## src/rtl/knight_rider_monitor.sv

```systemverilog
// knight_rider_monitor
//   Receive-side checker for the knight_rider LED scanner. Integrates per-LED
//   on-time over windows of 2**WIN_W clocks, which strips brightness PWM. At
//   each window end it selects the brightest LED as the head and checks that
//   the head sweeps legally, one position per window, reversing only at the
//   end LEDs.
//
//   clk          system clock, rising edge
//   rst          synchronous active-high reset
//   leds         scanner LED outputs, sampled every clk
//   head_valid   head_pos holds a tracked position
//   head_pos     index of current head LED
//   dir          0 = moving toward higher index, 1 = toward lower
//   step_pulse   1-clk pulse, head moved by one position
//   bounce_pulse 1-clk pulse, legal reversal at an end LED
//   sweep_count  legal bounces since reset, saturating
//   err_sticky   set on first error, cleared only by rst
//   err_code     first error: 0 none, 1 JUMP, 2 REVERSAL, 3 DARK
//
//   state  | meaning
//   S_IDLE | no head tracked yet (after reset or a dark frame)
//   S_TRACK| head_pos valid, every new frame is checked against it
module knight_rider_monitor #(
   parameter int OUT_WIDTH = 8,
   parameter int WIN_W     = 8,
   localparam int PW       = $clog2(OUT_WIDTH)
) (
   input  logic                 clk,
   input  logic                 rst,
   input  logic [OUT_WIDTH-1:0] leds,
   output logic                 head_valid,
   output logic [PW-1:0]        head_pos,
   output logic                 dir,
   output logic                 step_pulse,
   output logic                 bounce_pulse,
   output logic [15:0]          sweep_count,
   output logic                 err_sticky,
   output logic [1:0]           err_code
);

   typedef enum logic {S_IDLE, S_TRACK} state_t;

   localparam logic [WIN_W-1:0] WIN_MAX = '1;
   localparam logic [PW-1:0]    POS_MAX = PW'(OUT_WIDTH - 1);
   localparam logic [1:0]       E_JUMP  = 2'd1;
   localparam logic [1:0]       E_REV   = 2'd2;
   localparam logic [1:0]       E_DARK  = 2'd3;

   state_t             state_q, state_d;
   logic [WIN_W-1:0]   win_cnt_q, win_cnt_d;
   logic [WIN_W:0]     duty_q [OUT_WIDTH];
   logic [WIN_W:0]     duty_d [OUT_WIDTH];
   logic               head_valid_q, head_valid_d;
   logic [PW-1:0]      head_pos_q, head_pos_d;
   logic               dir_q, dir_d;
   logic               dir_known_q, dir_known_d;
   logic               step_q, step_d;
   logic               bounce_q, bounce_d;
   logic [15:0]        sweep_q, sweep_d;
   logic               err_sticky_q, err_sticky_d;
   logic [1:0]         err_code_q, err_code_d;

   logic [WIN_W:0]     frame [OUT_WIDTH];
   logic [WIN_W:0]     head_duty;
   logic [PW-1:0]      head_n;
   logic               win_end;
   logic               dark;
   logic signed [PW:0] diff;
   logic               adj;
   logic               mv_down;
   logic               err_hit;
   logic [1:0]         err_val;

   assign win_end = (win_cnt_q == WIN_MAX);

   // The frame includes the current sample, so the window-end cycle counts.
   // Strict '>' keeps the lowest index on ties.
   always_comb begin
      head_duty = '0;
      head_n    = '0;
      for (int i = 0; i < OUT_WIDTH; i++) begin
         frame[i]  = duty_q[i] + (WIN_W+1)'(leds[i]);
         duty_d[i] = win_end ? '0 : frame[i];
         if (frame[i] > head_duty) begin
            head_duty = frame[i];
            head_n    = PW'(i);
         end
      end
      dark    = (head_duty == '0);
      diff    = $signed({1'b0, head_n}) - $signed({1'b0, head_pos_q});
      adj     = (diff == (PW+1)'(1)) || (diff == '1);
      mv_down = diff[PW];
   end

   always_comb begin
      state_d      = state_q;
      win_cnt_d    = win_cnt_q + 1'b1;
      head_valid_d = head_valid_q;
      head_pos_d   = head_pos_q;
      dir_d        = dir_q;
      dir_known_d  = dir_known_q;
      step_d       = 1'b0;
      bounce_d     = 1'b0;
      sweep_d      = sweep_q;
      err_sticky_d = err_sticky_q;
      err_code_d   = err_code_q;
      err_hit      = 1'b0;
      err_val      = 2'd0;

      if (win_end) begin
         head_pos_d = head_n;
         case (state_q)
            S_IDLE: begin
               if (!dark) begin
                  head_valid_d = 1'b1;
                  dir_known_d  = 1'b0;
                  state_d      = S_TRACK;
               end
            end
            S_TRACK: begin
               if (dark) begin
                  err_hit      = 1'b1;
                  err_val      = E_DARK;
                  head_valid_d = 1'b0;
                  state_d      = S_IDLE;
               end else if (diff == '0) begin
                  step_d = 1'b0;
               end else if (adj) begin
                  step_d = 1'b1;
                  if (!dir_known_q) begin
                     dir_d       = mv_down;
                     dir_known_d = 1'b1;
                  end else if (mv_down != dir_q) begin
                     dir_d = mv_down;
                     if ((head_pos_q == POS_MAX && !dir_q) || (head_pos_q == '0 && dir_q)) begin
                        bounce_d = 1'b1;
                        if (sweep_q != 16'hFFFF) sweep_d = sweep_q + 16'd1;
                     end else begin
                        err_hit = 1'b1;
                        err_val = E_REV;
                     end
                  end
               end else begin
                  err_hit     = 1'b1;
                  err_val     = E_JUMP;
                  dir_known_d = 1'b0;
               end
            end
            default: state_d = S_IDLE;
         endcase
      end

      if (err_hit && !err_sticky_q) begin
         err_sticky_d = 1'b1;
         err_code_d   = err_val;
      end
   end

   always_ff @(posedge clk) begin
      if (rst) begin
         state_q      <= S_IDLE;
         win_cnt_q    <= '0;
         duty_q       <= '{default: '0};
         head_valid_q <= 1'b0;
         head_pos_q   <= '0;
         dir_q        <= 1'b0;
         dir_known_q  <= 1'b0;
         step_q       <= 1'b0;
         bounce_q     <= 1'b0;
         sweep_q      <= '0;
         err_sticky_q <= 1'b0;
         err_code_q   <= '0;
      end else begin
         state_q      <= state_d;
         win_cnt_q    <= win_cnt_d;
         duty_q       <= duty_d;
         head_valid_q <= head_valid_d;
         head_pos_q   <= head_pos_d;
         dir_q        <= dir_d;
         dir_known_q  <= dir_known_d;
         step_q       <= step_d;
         bounce_q     <= bounce_d;
         sweep_q      <= sweep_d;
         err_sticky_q <= err_sticky_d;
         err_code_q   <= err_code_d;
      end
   end

   assign head_valid   = head_valid_q;
   assign head_pos     = head_pos_q;
   assign dir          = dir_q;
   assign step_pulse   = step_q;
   assign bounce_pulse = bounce_q;
   assign sweep_count  = sweep_q;
   assign err_sticky   = err_sticky_q;
   assign err_code     = err_code_q;

endmodule

```

## config.mk

```make
export PLATFORM = sky130hd
export DESIGN_NAME = knight_rider_monitor
export DESIGN_NICKNAME = d
export VERILOG_FILES = /design/src/rtl/knight_rider_monitor.sv
export SDC_FILE = /design/constraint.sdc
export NUM_CORES = 1
export LEC_CHECK = 0
export ABC_CLOCK_PERIOD_IN_PS = 31200
export BUFFER_PORTS_ARGS = -buffer_cell sky130_fd_sc_hd__clkbuf_2
export CORE_MARGIN = 2
export CORE_UTILIZATION = 30
export CTS_CLUSTER_DIAMETER = 120
export DETAILED_ROUTE_END_ITERATION = 8
export PLACE_DENSITY_LB_ADDON = 0.08
export SYNTH_ARGS = -nofsm -noshare
export SYNTH_HDL_FRONTEND = slang
export SYNTH_SLANG_ARGS = --single-unit
```

## constraint.sdc

```tcl
create_clock -name clk -period 31.2 [get_ports clk]
set_clock_uncertainty 0.05 [all_clocks]
set_input_delay 3.12 -clock clk [delete_from_list [all_inputs] [get_ports clk]]
set_output_delay 3.12 -clock clk [all_outputs]
set_load 0.1 [all_outputs]
```

==> flow_results.xml <==
<?xml version="1.0" encoding="UTF-8"?>
<metrics>
  <group name="status">
    <metric name="status" unit="">complete, no violations</metric>
  </group>
  <group name="worst_setup_path">
    <metric name="worst-setup-path-type" unit="">in2reg</metric>
    <metric name="crit_path_launch_type" unit="">primary input</metric>
    <metric name="timing.critical_path.required" unit="ns">31.41</metric>
    <metric name="path_max_fanout" unit="">16</metric>
    <metric name="critPathCaptureType" unit="">flip-flop</metric>
    <metric name="timing.critical_path.slowest_cell_delay" unit="ns">0.86</metric>
    <metric name="worst_path_max_delay_cell" unit="">sky130_fd_sc_hd__o211ai_1</metric>
    <metric name="dominant_cell_type_by_count_on_the_critical_path" unit="">sky130_fd_sc_hd__ha_1</metric>
    <metric name="arrival" unit="ns">20.59</metric>
  </group>
  <group name="clocking">
    <metric name="worstSkewPairLatency" unit="ns">0.36</metric>
    <metric name="cell_at_the_root_of_the_clock_tree" unit="">sky130_fd_sc_hd__clkbuf_16</metric>
    <metric name="post_cts.resized_instances" unit="">0</metric>
    <metric name="post-cts-setup-buffer-count" unit="">0</metric>
    <metric name="clock_sinks" unit="">108</metric>
    <metric name="tritoncts_clock_tree" unit="">yes</metric>
    <metric name="cts_max_path_buffers" unit="">2</metric>
    <metric name="cts-htree-levels" unit="">3</metric>
    <metric name="number_of_cts_inserted_buffers" unit="">9</metric>
    <metric name="cts.clk_slew.worst_paths" unit="ns">0.09</metric>
    <metric name="cts_hold_repair.buffers" unit="">0</metric>
  </group>
  <group name="grt">
    <metric name="grt_start_max_net_pins" unit="">45</metric>
    <metric name="global_route.usage.met3" unit="">0.02554</metric>
    <metric name="first_global_vias" unit="">5912</metric>
    <metric name="use_met1" unit="">0.2379</metric>
    <metric name="grt_first_pass_wirelength" unit="µm">32460</metric>
    <metric name="track_usage" unit="">0.1561</metric>
    <metric name="grt_remaining_overflow" unit="">0</metric>
    <metric name="gr-max-usage-layer" unit="">met1</metric>
    <metric name="met2_usage" unit="">0.2296</metric>
    <metric name="antenna_found_initial" unit="">0</metric>
  </group>
  <group name="yosys">
    <metric name="synthCells" unit="">911</metric>
    <metric name="post-synth-top-area-cell" unit="">sky130_fd_sc_hd__dfxtp_1</metric>
    <metric name="synth_nets" unit="">1008</metric>
    <metric name="count_of_flip_flops_with_a_built_in_enable_after_synthesis" unit="">0</metric>
    <metric name="ys_dominant_reg_cell" unit="">sky130_fd_sc_hd__dfxtp_1</metric>
    <metric name="ys.warnings.count" unit="">0</metric>
    <metric name="synth_cell_type_count" unit="">79</metric>
    <metric name="area_share_of_the_largest_cell_type_after_synthesis" unit="">0.2880</metric>
    <metric name="yosys_register_bits" unit="">108</metric>
    <metric name="synth-seq-area-share" unit="">0.2880</metric>
    <metric name="synth.top_cells.by_area" unit="">sky130_fd_sc_hd__dfxtp_1 29%, sky130_fd_sc_hd__ha_1 14%, sky130_fd_sc_hd__nor2_1 5.5%</metric>
    <metric name="mappedNetlistArea" unit="µm²">7507</metric>
    <metric name="syn-mean-instance-area" unit="µm²">8.241</metric>
    <metric name="synthArstFlopShare" unit="">0</metric>
  </group>
  <group name="finish">
    <metric name="layout_commonest_cell" unit="">sky130_fd_sc_hd__nor2_1</metric>
    <metric name="area_delta_synth_final" unit="%">10.38</metric>
    <metric name="layout.nets" unit="">1031</metric>
    <metric name="mostFrequentLayoutCells" unit="">109 x sky130_fd_sc_hd__nor2_1, 108 x sky130_fd_sc_hd__dfxtp_1, 86 x sky130_fd_sc_hd__ha_1</metric>
    <metric name="n_antenna_cell" unit="">0</metric>
    <metric name="drive_gt1_frac" unit="">0.1054</metric>
  </group>
  <group name="sta">
    <metric name="setup-tns-final" unit="ns">0</metric>
    <metric name="max_clock_freq" unit="MHz">49.06</metric>
    <metric name="worst_slew_margin_rel" unit="">0.2895</metric>
    <metric name="worst-slew-pin-transition" unit="ns">1.061</metric>
    <metric name="rsz0062_at_grt" unit="">no</metric>
    <metric name="min_period" unit="ns">20.38</metric>
    <metric name="timing.final.hold_violations" unit="">0</metric>
    <metric name="final_max_slew_viol_count" unit="">0</metric>
    <metric name="setup_violating_endpoint_count_in_the_final_report" unit="">0</metric>
    <metric name="timing.final.crit_share" unit="">0.6533</metric>
  </group>
  <group name="die">
    <metric name="core" unit="µm²">24460</metric>
    <metric name="die_width" unit="µm">162.2</metric>
    <metric name="pin_count" unit="">36</metric>
    <metric name="dieHeight" unit="µm">162.2</metric>
    <metric name="start_util" unit="">0.3069</metric>
    <metric name="area_enclosed_by_the_die_boundary" unit="µm²">26310</metric>
    <metric name="num_rows" unit="">57</metric>
  </group>
  <group name="route">
    <metric name="dr_iter_0_viols" unit="">422</metric>
    <metric name="via_per_inst" unit="">5.001</metric>
    <metric name="via_count" unit="">6316</metric>
    <metric name="ant_nets" unit="">0</metric>
    <metric name="drc_viols" unit="">0</metric>
    <metric name="routed_wl" unit="µm">20180</metric>
    <metric name="detailedRoute.firstPassIterationCount" unit="">5</metric>
    <metric name="routedWlPerCell" unit="µm">15.98</metric>
  </group>
  <group name="placed_design">
    <metric name="port_buf_inserts" unit="">35</metric>
    <metric name="dp.final_hpwl" unit="µm">15750</metric>
    <metric name="gp_congestion" unit="">0.8059</metric>
  </group>
  <group name="flow_run">
    <metric name="maxCapViolCount" unit="">0</metric>
  </group>
  <group name="min_path">
    <metric name="holdCritPathClass" unit="">reg2reg</metric>
  </group>
</metrics>
## Yosys cell counts (3+ instances only)
master	number
sky130_fd_sc_hd__nor2_1	110
sky130_fd_sc_hd__dfxtp_1	108
sky130_fd_sc_hd__ha_1	86
sky130_fd_sc_hd__inv_1	60
sky130_fd_sc_hd__nand3_1	60
sky130_fd_sc_hd__nand2_1	51
sky130_fd_sc_hd__a21oi_1	46
sky130_fd_sc_hd__and2_1	35
sky130_fd_sc_hd__xnor2_1	33
sky130_fd_sc_hd__xor2_1	31
sky130_fd_sc_hd__nor3_1	28
sky130_fd_sc_hd__o21ai_0	25
sky130_fd_sc_hd__and3_1	17
sky130_fd_sc_hd__clkbuf_1	16
sky130_fd_sc_hd__nand4_1	13
sky130_fd_sc_hd__o21ai_1	12
sky130_fd_sc_hd__or3_1	12
sky130_fd_sc_hd__nor2b_1	10
sky130_fd_sc_hd__a21o_1	8
sky130_fd_sc_hd__a211oi_1	7
sky130_fd_sc_hd__nand2b_1	7
sky130_fd_sc_hd__o211ai_1	7
sky130_fd_sc_hd__o21a_1	7
sky130_fd_sc_hd__or2_2	7
sky130_fd_sc_hd__a221oi_1	6
sky130_fd_sc_hd__o31ai_1	6
sky130_fd_sc_hd__or4_1	6
sky130_fd_sc_hd__mux2i_1	5
sky130_fd_sc_hd__nor4_1	5
sky130_fd_sc_hd__a211o_1	4
sky130_fd_sc_hd__a31oi_1	4
sky130_fd_sc_hd__and4_1	4
sky130_fd_sc_hd__mux2_2	4
sky130_fd_sc_hd__o21bai_1	4
sky130_fd_sc_hd__a21bo_2	3
sky130_fd_sc_hd__a221oi_2	3
sky130_fd_sc_hd__a311oi_1	3
sky130_fd_sc_hd__and3_4	3
sky130_fd_sc_hd__buf_2	3
sky130_fd_sc_hd__nand3b_1	3
## layer usage
layer / vias to the layer above / wire length [µm]
met4: 0 / 136
met5: - / 0
met3: 8 / 632
li1: 3279 / -
met1: 2940 / 11070
met2: 89 / 8337
## stage by stage
step / cell area (µm²) / util / worst slack (ns) / std cells / hold slack [ns]
2_1_floorplan: 7507 / - / 13.53 / 911 / 0.3799
3_3_place_gp: 7978 / 0.3261 / 10.77 / 1247 / 0.3873
3_5_place_dp: 7978 / 0.3261 / 10.55 / 1247 / 0.3928
4_1_cts: 8287 / 0.3388 / 10.88 / 1263 / 0.4060
5_1_grt: 8287 / 0.3388 / 9.458 / 1263 / 0.4174
6_report: 8287 / 0.3388 / 10.82 / 1263 / 0.4003
## area by class of cell
cell class                      instances  area (µm²)
Sequential cell                       108        2162
Clock inverter                          7       83.83
Tap cell                              324       405.4
Inverter                               60       225.2
Timing Repair Buffer                   36       182.7
Clock buffer                            9       225.2
Multi-Input combinational cell        719        5002
Fill cell                            2572       16180
## worst max-delay path, delay by kind of cell
| kind | cells | cell delay [ns] |
|---|---|---|
| buffers and inverters | 5 | 0.50 |
| AOI/OAI and AO/OA | 26 | 7.14 |
| adders and majority gates | 10 | 2.76 |
| and+or+nand+nor | 24 | 6.19 |
| muxes | 2 | 0.60 |
| xor gates and xnor gates | 1 | 0.27 |
## flip-flops by register name, summed over array words and instances (netlist names)
| register | cells |
|---|---|
| bounce_pulse | 1 |
| dir | 1 |
| dir_known_q | 1 |
| duty_q | 72 |
| err_code | 2 |
| err_sticky | 1 |
| head_pos | 3 |
| head_valid | 1 |
| state_q | 1 |
| step_pulse | 1 |
| sweep_count | 16 |
| win_cnt_q | 8 |
## logic make-up after synthesis
group,count (synthesis),share of synthesized area
AO/OA/AOI/OAI,176,0.1713
XOR/XNOR,64,0.07467
adder cells (fa/ha/maj),87,0.1460
buffers and inverters,84,0.04600
flip-flops,108,0.2880
multiplexers,9,0.01267
AND/OR/NAND/NOR,383,0.2613
## path summary, 6_finish.rpt
check / startpoint / to / slack, ns / cells after the start
worst max-delay path: leds[0] / sweep_count[12] / 10.82 / 68
worst min-delay path: err_code[1] / err_code[1] / 0.40 / 2
worst max register to register: duty_q[63] / sweep_count[12] / 13.35 / 67
worst min register to register: err_code[1] / err_code[1] / 0.40 / 2
Power is left out: the tool's default activity adds up to more than one toggle a clock period on the data nets, which glitch-free logic cannot reach.
